<file path="config.mk">
export PLATFORM = sky130hd
export DESIGN_NAME = alu_op_sequencer
export DESIGN_NICKNAME = d
export VERILOG_FILES = /design/src/rtl/alu_op_sequencer.sv
export SDC_FILE = /design/constraint.sdc
export NUM_CORES = 1
export LEC_CHECK = 0
export BUFFER_PORTS_ARGS = -buffer_cell sky130_fd_sc_hd__buf_2
export CAP_MARGIN = 10
export CORE_ASPECT_RATIO = 0.9
export CORE_MARGIN = 4
export CORE_UTILIZATION = 35
export CTS_BUF_LIST = sky130_fd_sc_hd__clkbuf_16
export DETAILED_ROUTE_END_ITERATION = 7
export PLACE_DENSITY = 0.58
export SLEW_MARGIN = 20
export SYNTH_ARGS = -nofsm -noshare
export SYNTH_HDL_FRONTEND = slang
export SYNTH_SLANG_ARGS = --single-unit
</file>
<file path="constraint.sdc">
create_clock -name clk -period 3.9 [get_ports clk]
set_input_delay 1.17 -clock clk [delete_from_list [all_inputs] [get_ports clk]]
set_output_delay 1.17 -clock clk [all_outputs]
set_load 0.01 [all_outputs]
</file>
<file path="src/rtl/alu_op_sequencer.sv">
// Command sequencer for the 32-bit ALU: queues opcode/operand commands, issues them one at a
// time on registered outputs and returns each captured ALU result. Optional: RESULT_ZERO_FLAG_EN.
module alu_op_sequencer #(
    parameter int WIDTH = 32,
    parameter int DEPTH = 4
) (
    input  logic                     clk,
    input  logic                     resetN,
    input  logic                     cmdValid,
    output logic                     cmdReady,
    input  logic [5:0]               cmdOpcode,
    input  logic [WIDTH-1:0]         cmdFirst,
    input  logic [WIDTH-1:0]         cmdSecond,
    output logic [WIDTH-1:0]         aluFirst,
    output logic [WIDTH-1:0]         aluSecond,
    output logic [5:0]               aluOpcode,
    input  logic [WIDTH-1:0]         aluResult,
    output logic                     resultValid,
    input  logic                     resultReady,
    output logic [WIDTH-1:0]         resultData,
    output logic [$clog2(DEPTH):0]   pendingCount,
`ifdef RESULT_ZERO_FLAG_EN
    output logic                     resultZero,
`endif
    output logic                     busy
);

    localparam int PTR_W = $clog2(DEPTH);
    localparam int CNT_W = PTR_W + 1;

    typedef enum logic [1:0] {
        IDLE,
        ISSUE,
        HOLD
    } state_e;

    typedef struct packed {
        logic [5:0]       opcode;
        logic [WIDTH-1:0] first;
        logic [WIDTH-1:0] second;
    } cmd_t;

    state_e             state_q, state_d;
    logic [PTR_W-1:0]   wr_ptr_q, wr_ptr_d;
    logic [PTR_W-1:0]   rd_ptr_q, rd_ptr_d;
    logic [CNT_W-1:0]   count_q, count_d;
    logic [WIDTH-1:0]   alu_first_q, alu_first_d;
    logic [WIDTH-1:0]   alu_second_q, alu_second_d;
    logic [5:0]         alu_opcode_q, alu_opcode_d;
    logic               result_valid_q, result_valid_d;
    logic [WIDTH-1:0]   result_data_q, result_data_d;
    logic               zero_q, zero_d;

    cmd_t               mem_q [DEPTH];
    cmd_t               cmd_in;
    cmd_t               head;
    logic               full;
    logic               empty;
    logic               push;
    logic               pop;

    assign cmd_in = '{opcode: cmdOpcode, first: cmdFirst, second: cmdSecond};
    assign head   = mem_q[rd_ptr_q];
    assign full   = (count_q == CNT_W'(DEPTH));
    assign empty  = (count_q == '0);
    // cmdReady looks only at registered occupancy, never at this cycle's pop.
    assign push   = cmdValid && !full;

    // NOTE: the queue storage has no reset; stale entries are never read because
    // the occupancy counter, which is reset, gates every pop.
    always_ff @(posedge clk) begin
        if (push) begin
            mem_q[wr_ptr_q] <= cmd_in;
        end
    end

    // NOTE: every always_comb output gets a default first so no latch is inferred,
    // and uses blocking assignments; the registers below use non-blocking only.
    always_comb begin
        state_d        = state_q;
        wr_ptr_d       = wr_ptr_q;
        rd_ptr_d       = rd_ptr_q;
        alu_first_d    = alu_first_q;
        alu_second_d   = alu_second_q;
        alu_opcode_d   = alu_opcode_q;
        result_valid_d = result_valid_q;
        result_data_d  = result_data_q;
        zero_d         = zero_q;
        pop            = 1'b0;

        case (state_q)
            IDLE: begin
                if (!empty) begin
                    pop     = 1'b1;
                    state_d = ISSUE;
                end
            end
            ISSUE: begin
                result_data_d  = aluResult;
                zero_d         = (aluResult == '0);
                result_valid_d = 1'b1;
                state_d        = HOLD;
            end
            HOLD: begin
                if (resultReady) begin
                    result_valid_d = 1'b0;
                    if (!empty) begin
                        pop     = 1'b1;
                        state_d = ISSUE;
                    end else begin
                        state_d = IDLE;
                    end
                end
            end
            default: state_d = IDLE;
        endcase

        if (pop) begin
            alu_first_d  = head.first;
            alu_second_d = head.second;
            alu_opcode_d = head.opcode;
            rd_ptr_d     = rd_ptr_q + PTR_W'(1);
        end
        if (push) begin
            wr_ptr_d = wr_ptr_q + PTR_W'(1);
        end

        case ({push, pop})
            2'b10:   count_d = count_q + CNT_W'(1);
            2'b01:   count_d = count_q - CNT_W'(1);
            default: count_d = count_q;
        endcase
    end

    always_ff @(posedge clk or negedge resetN) begin
        if (!resetN) begin
            state_q        <= IDLE;
            wr_ptr_q       <= '0;
            rd_ptr_q       <= '0;
            count_q        <= '0;
            alu_first_q    <= '0;
            alu_second_q   <= '0;
            alu_opcode_q   <= '0;
            result_valid_q <= 1'b0;
            result_data_q  <= '0;
            zero_q         <= 1'b0;
        end else begin
            state_q        <= state_d;
            wr_ptr_q       <= wr_ptr_d;
            rd_ptr_q       <= rd_ptr_d;
            count_q        <= count_d;
            alu_first_q    <= alu_first_d;
            alu_second_q   <= alu_second_d;
            alu_opcode_q   <= alu_opcode_d;
            result_valid_q <= result_valid_d;
            result_data_q  <= result_data_d;
            zero_q         <= zero_d;
        end
    end

    assign cmdReady     = !full;
    assign aluFirst     = alu_first_q;
    assign aluSecond    = alu_second_q;
    assign aluOpcode    = alu_opcode_q;
    assign resultValid  = result_valid_q;
    assign resultData   = result_data_q;
    assign pendingCount = count_q;
    assign busy         = (state_q != IDLE) || !empty;

`ifdef RESULT_ZERO_FLAG_EN
    assign resultZero = zero_q;
`else
    logic unused_zero;
    assign unused_zero = zero_q;
`endif

endmodule

</file>
==> results of run 1 <==
## layout by cell type, fill, tap and decap left out, types with 7 or more instances in the layout
| cell | Yosys | final |
|---|---|---|
| buf_12 | 0 | 7 |
| buf_2 | 4 | 212 |
| clkbuf_16 | 0 | 45 |
| clkinv_1 | 0 | 10 |
| dfrtp_1 | 112 | 110 |
| edfxtp_1 | 280 | 280 |
| inv_1 | 8 | 19 |
| mux2_2 | 95 | 95 |
| mux2_4 | 8 | 8 |
| mux4_2 | 70 | 70 |
## worst register-to-register path, stage by stage (launching register included)
cell and delay [ns]:
dfrtp_1 0.43, or3b_1 0.48, and2_1 0.25, inv_1 0.06
ha_1 0.18, inv_1 0.06, fa_1 0.37, xor2_1 0.15
nor2_1 0.11, xor2_1 0.16
## layer usage
metal	vias up	track usage, %
li1	3036	-
met1	3581	17.2
met2	160	21.9
met3	58	4.24
met4	12	3.30
met5	-	0
## power groups by stage
stage / clock network [uW] / registers, uW / logic (uW)
detailed placement: 0 / 6540 / 4430
CTS: 4110 / 6460 / 4440
finish: 3980 / 6420 / 4290
global route: 4280 / 6590 / 4670
global placement: 0 / 6500 / 4400
floorplan: 0 / 6520 / 2930
## final cells by class
cell class              count  area, um2
clock buffers              45       1130
well taps                 540        676
diodes                      1       2.50
multi-input cells         205       3060
fillers                  3552      23100
inverters                   8       30.0
flip-flops and latches    392      11200
repair buffers            224       1240
clock inverters            33        273
## worst max path at each step
stage,endpoint,slack (ns),cells past startpoint
final,cmdReady,1.07,2
after global placement,pendingCount[2],1.24,9
after detailed placement,pendingCount[2],1.26,9
after global routing,cmdReady,1.01,2
after CTS,cmdReady,1.01,2
after floorplan,mem_q[0][0],0.61,1
## cells by family after synthesis
logic type | synth area share, %
multiplexers | 19.2
flip-flops | 77.4
adder cells (fa/ha/maj) | 0.570
AND/OR/NAND/NOR | 0.760
XOR/XNOR | 0.363
AO/OA/AOI/OAI | 0.121
buffers and inverters | 1.67
## sequential cells by signal, indices dropped and copies added (netlist names)
| name | cells |
|---|---|
| aluFirst | 32 |
| aluOpcode | 6 |
| aluSecond | 32 |
| mem_q | 280 |
| pendingCount | 3 |
| rd_ptr_q | 2 |
| resultData | 32 |
| resultValid | 1 |
| state_q | 2 |
| wr_ptr_q | 2 |
## metrics by stage
stage          util (%)  total power [uW]  cells  hold slack [ns]
6_report           43.3             14700   1448            0.500
5_1_grt            43.3             15500   1447            0.507
4_1_cts            43.3             15000   1447            0.504
3_5_place_dp       39.8             11000   1369            0.486
3_3_place_gp       39.8             10900   1369            0.484
2_1_floorplan         -              9450    631            0.493
==> out/metrics.yaml, run 1 <==
clkTransAtPathRegs_ns: 0.06
yosysWarnings: 0
vdd_drop_max_mv: 0.386
drcViolationCount: 0
clock-sinks: 392
port_buffers: 213
ys_seq_area_share_pct: 77.4
status: "finished, final reports clean"
cp_cell_sequence: "or3b_1 > buf_2"
clockPowerShare_pct: 27.1
reg2reg_to: "pendingCount[2]"
cp_data_required_time_ns: 2.73
highest_layer: "met5"
finalHoldViolations: 0
numCtsBuffers: 42
tightest_slew_ns: 0.882
hold_depth: 1
core_area_um2: 40700
drtPass1Iterations: 4
hold_buffers: 0
switchingPower_uw: 4220
wl_mm: 29.7
drv_cap: 0
die_w_um: 222
ys_top_cells_by_count: "edfxtp_1 (280), dfrtp_1 (112), mux2_2 (95)"
grt_use_total_pct: 13.2
r2r_start: "pendingCount[0]"
critPathKind: "reg2out"
setup_slack_ns: 1.07
power_frac_seq_pct: 43.7
crit_path_start: "pendingCount[0]"
std_cell_rows: 70
cts_buffer_depth: 3
synth_top_area_share_pct: 58.0
fin_crit_sh_pct: 72.5
netlist_top_cells_area: "edfxtp_1 (58%), dfrtp_1 (19%), mux4_2 (11%)"
drt_iter0_drc: 446
fp.dieH_um: 201
synth_largest_area_cell: "edfxtp_1"
grt_max_degree: 72
wl_met2_mm: 14.7
ys_types: 29
via_per_inst: 4.73
syn-mean-instance-area_um2: 23.0
wl_met1_mm: 12.6
async_flop_share_pct: 28.6
fp.dieArea_um2: 44700
via_count: 6847
postPlaceCellArea_um2: 16200
grt_overflow_total: 0
clk_latency_ns: 0.55
drive_gt1_share_pct: 51.2
min_period_ns: 2.83
grt_pass1_wl_mm: 46.0
hold_path.class: "reg2reg"
rsz0062_at_grt: "false"
syn_area_um2: 14500
htree_num_levels: 2
place_ws_ns: 1.26
crit_path_start_kind: "flip-flop"
synth_ff_type: "edfxtp_1"
rr_worst_depth: 9
arrival_ns: 1.66
routed-wl-met3_mm: 1.71
postLayoutCellArea_um2: 17600
setup_viol: 0
relSlewSlack_pct: 41.2
dpl.hpwl_mm: 18.0
pwr-share-comb_pct: 29.2
tns_ns: 0
grt_pass1_vias: 7516
crit_path_max_fanout: 6
final_nets: 985
syn-instance-count: 631
routabilityCongestion: 0.711
clock_skew_ns: 0.0152
synth_edf_count: 280
fmax_ghz: 0.354
slowest_delay_ns: 0.48
netSwitchingFraction_pct: 28.7
postCtsSetupBuffers: 0
worst-r2r-setup-slack_ns: 1.57
top_level_ports: 214
ys_ff_latch: 392
cts_resized: 0
critPathBufInv: 1
slowest_stage: "or3b_1"
root_buffer: "clkbuf_16"
worstSetupEndpointType: "primary output"
wl_per_cell_um: 20.5
p_int_uw: 10500
hold_end: "aluSecond[18]"
synth_most_common_cell: "edfxtp_1"
start_util_pct: 35.6
synth_nets: 743
crit_family: "simple AND/OR/NAND/NOR gates"
leakagePower_uw: 0.00655
cts_tree: "built"
ant_nets: 0
hold_start: "aluSecond[18]"
powerDensity_nw_per_um2: 833
syn_to_final_growth_pct: 21.6
antenna_found_initial: 7
slew_violations: 0
No activity file was read; power rests on OpenSTA's default activity.
==> run 2: changes to the inputs <==
PLACE_DENSITY = 0.6   (was 0.58)
clock period = 2.3 ns   (was 3.9 ns; I/O delays follow)
==> run 2 against run 1 <==
  * Clock skew is 0.00062 ns lower
  * Hold slack lost 0.41 ns
  * Highest routed layer unchanged
  * Clock-buffer cell count unchanged
  * Clock power up 66%
  * Total power is 71% higher
  * Via count grew 0.79%
  * Final cell count up 1.2%
  * Core utilization increased by 0.57 points
  * Design area rose by 1.3%
==> out/metrics.yaml, run 2 (same netlist as run 1, synthesis figures left out) <==
status: "finished, final reports clean"
regMostFlops: "mem_q"
grt_pass1_wl_mm: 45.8
std_cell_rows: 70
fp.dieArea_um2: 44700
final_core_util_pct: 43.8
start_util_pct: 35.6
cp_data_required_time_ns: 1.61
via_per_inst: 4.71
drive_gt1_share_pct: 52.6
worstSetupEndpointType: "primary output"
numCtsBuffers: 42
setup_viol: 0
min_period_ns: 2.22
wl_mm: 29.1
port_buffers: 213
cp_cell_sequence: "or3b_4 > buf_2"
layout_common_cells: "edfxtp_1 (280), buf_2 (212), dfrtp_1 (110)"
hold_path.class: "in2async"
leakagePower_uw: 0.00667
via_count: 6901
crit_path_max_fanout: 6
antenna_found_initial: 4
final_nets: 1003
clock_skew_ns: 0.0146
tightest_slew_ns: 0.522
cts_tree: "built"
dpl.hpwl_mm: 18.0
whs_ns: 0.0924
slew_violations: 0
power_uw: 25100
top_level_ports: 214
grt_use_total_pct: 13.1
relSlewSlack_pct: 65.2
grt_overflow_total: 0
drtPass1Iterations: 4
dp.cells: 1384
grt_max_degree: 71
fin_crit_sh_pct: 96.6
routabilityCongestion: 0.750
core_area_um2: 40700
clk_latency_ns: 0.55
powerDensity_nw_per_um2: 1410
slowest_stage: "dfrtp_1"
finalHoldViolations: 0
cts_buffer_depth: 3
root_buffer: "clkbuf_16"
crit_path_start_kind: "flip-flop"
slowest_delay_ns: 0.42
final_common_cell: "edfxtp_1"
htree_num_levels: 2
drcViolationCount: 0
clkTransAtPathRegs_ns: 0.06
fmax_ghz: 0.450
critPathBufInv: 1
fillers: 3577
crit_family: "flip-flops"
vdd_drop_max_mv: 0.686
largest_register_ff_count: 280
wl_per_cell_um: 19.9
place_ws_ns: 0.107
critPathKind: "reg2out"
fp.dieH_um: 201
clock-sinks: 392
drt_iter0_drc: 380
syn_to_final_growth_pct: 23.2
rsz0062_at_grt: "false"
drv_cap: 0
arrival_ns: 1.53
die_w_um: 222
layoutNonFillerInstCount: 1465
setup_slack_ns: 0.0774
grt_pass1_vias: 7612
ant_nets: 0
run 2: cell types whose count changed in the layout (fill, tap and decap cells not counted), sizes merged:
cell,change
buf,+18
bufinv,-1
clkinvlp,-1
inv,+1
run 2: worst paths after layout:
check,to,cells past startpoint,slack (ns),startpoint
worst min register to register,resultData[2],1,0.50,resultData[2]
worst max-delay path,cmdReady,2,0.08,pendingCount[1]
worst min-delay path,resultData[16],1,0.09,resetN
min in group clk,mem_q[3][18],1,0.36,cmdSecond[18]
worst max register to register,pendingCount[2],9,0.16,pendingCount[1]
max in group asynchronous,aluFirst[6],2,1.59,resetN
run 2: what timing repair did:
| action | in CTS | in global routing |
|---|---|---|
| buffers inserted | 4 | 0 |
| gates resized for setup | 2 | 0 |
| setup endpoints to repair | 2 | 0 |
| hold buffers | 0 | 0 |
| hold endpoints to repair | 0 | 0 |
run 2: cell type report:
class	count	area [um2]	area share (%)
clock buffer	45	1130	6.31
clock inverter	32	243	1.36
antenna	1	2.50	0.0140
multi-input combinational	205	3080	17.3
tap	540	676	3.78
inverter	8	30.0	0.168
sequential	392	11200	62.8
timing repair buffer	242	1480	8.28
run 2: metrics by stage:
stage	TNS (ns)	instance area, um2
finish	0	17900
CTS	0	17900
floorplan	-0.0685	14500
global placement	0	16500
detailed placement	0	16500
global route	0	17900
run 2: routing by layer:
layer  track usage, %  up-vias  share of wire, %
li1                 -     3063                 -
met1             17.3     3579                43
met2             21.2      203                48
met3             3.96       50               7.3
met4             3.90        6               1.9
met5                0        -              0.12
run 2: power breakdown:
part	internal (uW)	total [uW]	switching [uW]
combinational	4190	7860	3660
sequential	9780	10700	907
clock	3960	6600	2630
total	17900	25100	7210
==> run 3: changes to the inputs <==
PLACE_DENSITY = 0.58   (was 0.6)
clock period = 2.5 ns   (was 2.3 ns; I/O delays follow)
==> run 3 against run 2 <==
  * Clock power shrank 12%
  * Combinational power shrank 11%
  * Critical path depth is the same
  * First-iteration DRC count shrank 6.3%
  * Critical path type unchanged
==> out/metrics.yaml, run 3 (same netlist as run 1, synthesis figures left out) <==
r2r_start: "pendingCount[0]"
whs_ns: 0.131
leakagePower_uw: 0.00658
port_buffers: 213
grt_pass1_vias: 7466
drcViolationCount: 0
min_period_ns: 2.35
start_util_pct: 35.6
setup_viol: 0
tns_ns: 0
fillers: 3586
routabilityCongestion: 0.708
arrival_ns: 1.60
diodes: 0
htree_num_levels: 2
cts_buffer_depth: 3
clk_latency_ns: 0.54
grt_overflow_total: 0
cts_tree: "built"
syn_to_final_growth_pct: 21.6
crit_path_max_fanout: 6
regMostFlops: "mem_q"
hold_buffers: 0
dp.cells: 1372
hold_path.class: "in2async"
wl_per_cell_um: 19.8
fin_crit_sh_pct: 94.2
switchingPower_uw: 6510
layoutNonFillerInstCount: 1450
rsz0062_at_grt: "false"
grt_use_total_pct: 13.0
postCtsSetupBuffers: 0
critPathKind: "reg2out"
grt_pass1_wl_mm: 45.2
final_common_cell: "edfxtp_1"
powerDensity_nw_per_um2: 1280
worst-r2r-setup-slack_ns: 0.20
fp.dieArea_um2: 44700
status: "finished, final reports clean"
setup_slack_ns: 0.146
core_area_um2: 40700
netSwitchingFraction_pct: 28.8
root_buffer: "clkbuf_16"
clockPowerShare_pct: 25.7
cts_resized: 0
relSlewSlack_pct: 66.1
place_ws_ns: 0.197
clkTransAtPathRegs_ns: 0.06
via_per_inst: 4.68
drt_iter0_drc: 356
ant_nets: 0
drv_cap: 0
vdd_drop_max_mv: 0.734
clock_skew_ns: 0.0123
fmax_ghz: 0.425
tightest_slew_ns: 0.509
antenna_found_initial: 1
finalHoldViolations: 0
pwr-share-comb_pct: 30.9
crit_path_start: "pendingCount[0]"
worstSetupEndpointType: "primary output"
final_nets: 988
p_int_uw: 16100
top_level_ports: 214
clock-sinks: 392
grt_max_degree: 72
wl_mm: 28.7
numCtsBuffers: 42
largest_register_ff_count: 280
slew_violations: 0
drtPass1Iterations: 4
crit_path_start_kind: "flip-flop"
cp_data_required_time_ns: 1.75
layout_common_cells: "edfxtp_1 (280), buf_2 (212), dfrtp_1 (110)"
std_cell_rows: 70
die_w_um: 222
final_core_util_pct: 43.3
dpl.hpwl_mm: 16.6
power_frac_seq_pct: 43.4
drive_gt1_share_pct: 50.9
via_count: 6787
fp.dieH_um: 201
run 3: changes by cell type in the layout (fill, tap and decap cells not counted), sizes merged:
| cell | change |
|---|---|
| buf | -15 |
| inv | +5 |
| bufinv | -2 |
| clkinv | -2 |
| diode | -1 |
run 3: final timing paths:
path                                         to  depth (start not counted)
worst max-delay path                   cmdReady                          2
worst min-delay path               aluFirst[23]                          1
worst max register to register  pendingCount[2]                          9
worst min register to register   resultData[27]                          1
max in group asynchronous           rd_ptr_q[1]                          2
min in group clk                   mem_q[1][22]                          1
run 3: through the flow:
step	total power, uW	instance area, um2
2_1_floorplan	14700	14500
3_3_place_gp	17000	16300
3_5_place_dp	17200	16300
4_1_cts	23100	17600
5_1_grt	24000	17600
6_report	22600	17600
run 3: routing by layer:
layer	GRT usage (%)	vias up	routed length, um
met5	0	-	13
met4	3.98	2	613
met3	3.64	50	1650
met2	21.5	153	14400
met1	16.8	3544	12100
li1	-	3038	-
run 3: cell type report:
class / count / area, um2 / share of cell area [%]
clock buffers: 45 / 1130 / 6.39
well taps: 540 / 676 / 3.83
repair buffers: 227 / 1320 / 7.51
flip-flops and latches: 392 / 11200 / 63.7
inverters: 8 / 30.0 / 0.170
clock inverters: 33 / 186 / 1.06
multi-input cells: 205 / 3060 / 17.4
run 3: worst max-delay path: stages, from the launching register on:
cell and delay (ns):
dfrtp_1 0.43, or3b_1 0.46, buf_2 0.18
run 3: power by group through the flow:
stage	Clock (uW)	Sequential [uW]	Combinational [uW]
3_5_place_dp	0	9950	7220
3_3_place_gp	0	9900	7140
5_1_grt	6340	10000	7640
4_1_cts	6030	9830	7230
2_1_floorplan	0	10100	4570
6_report	5810	9800	6990
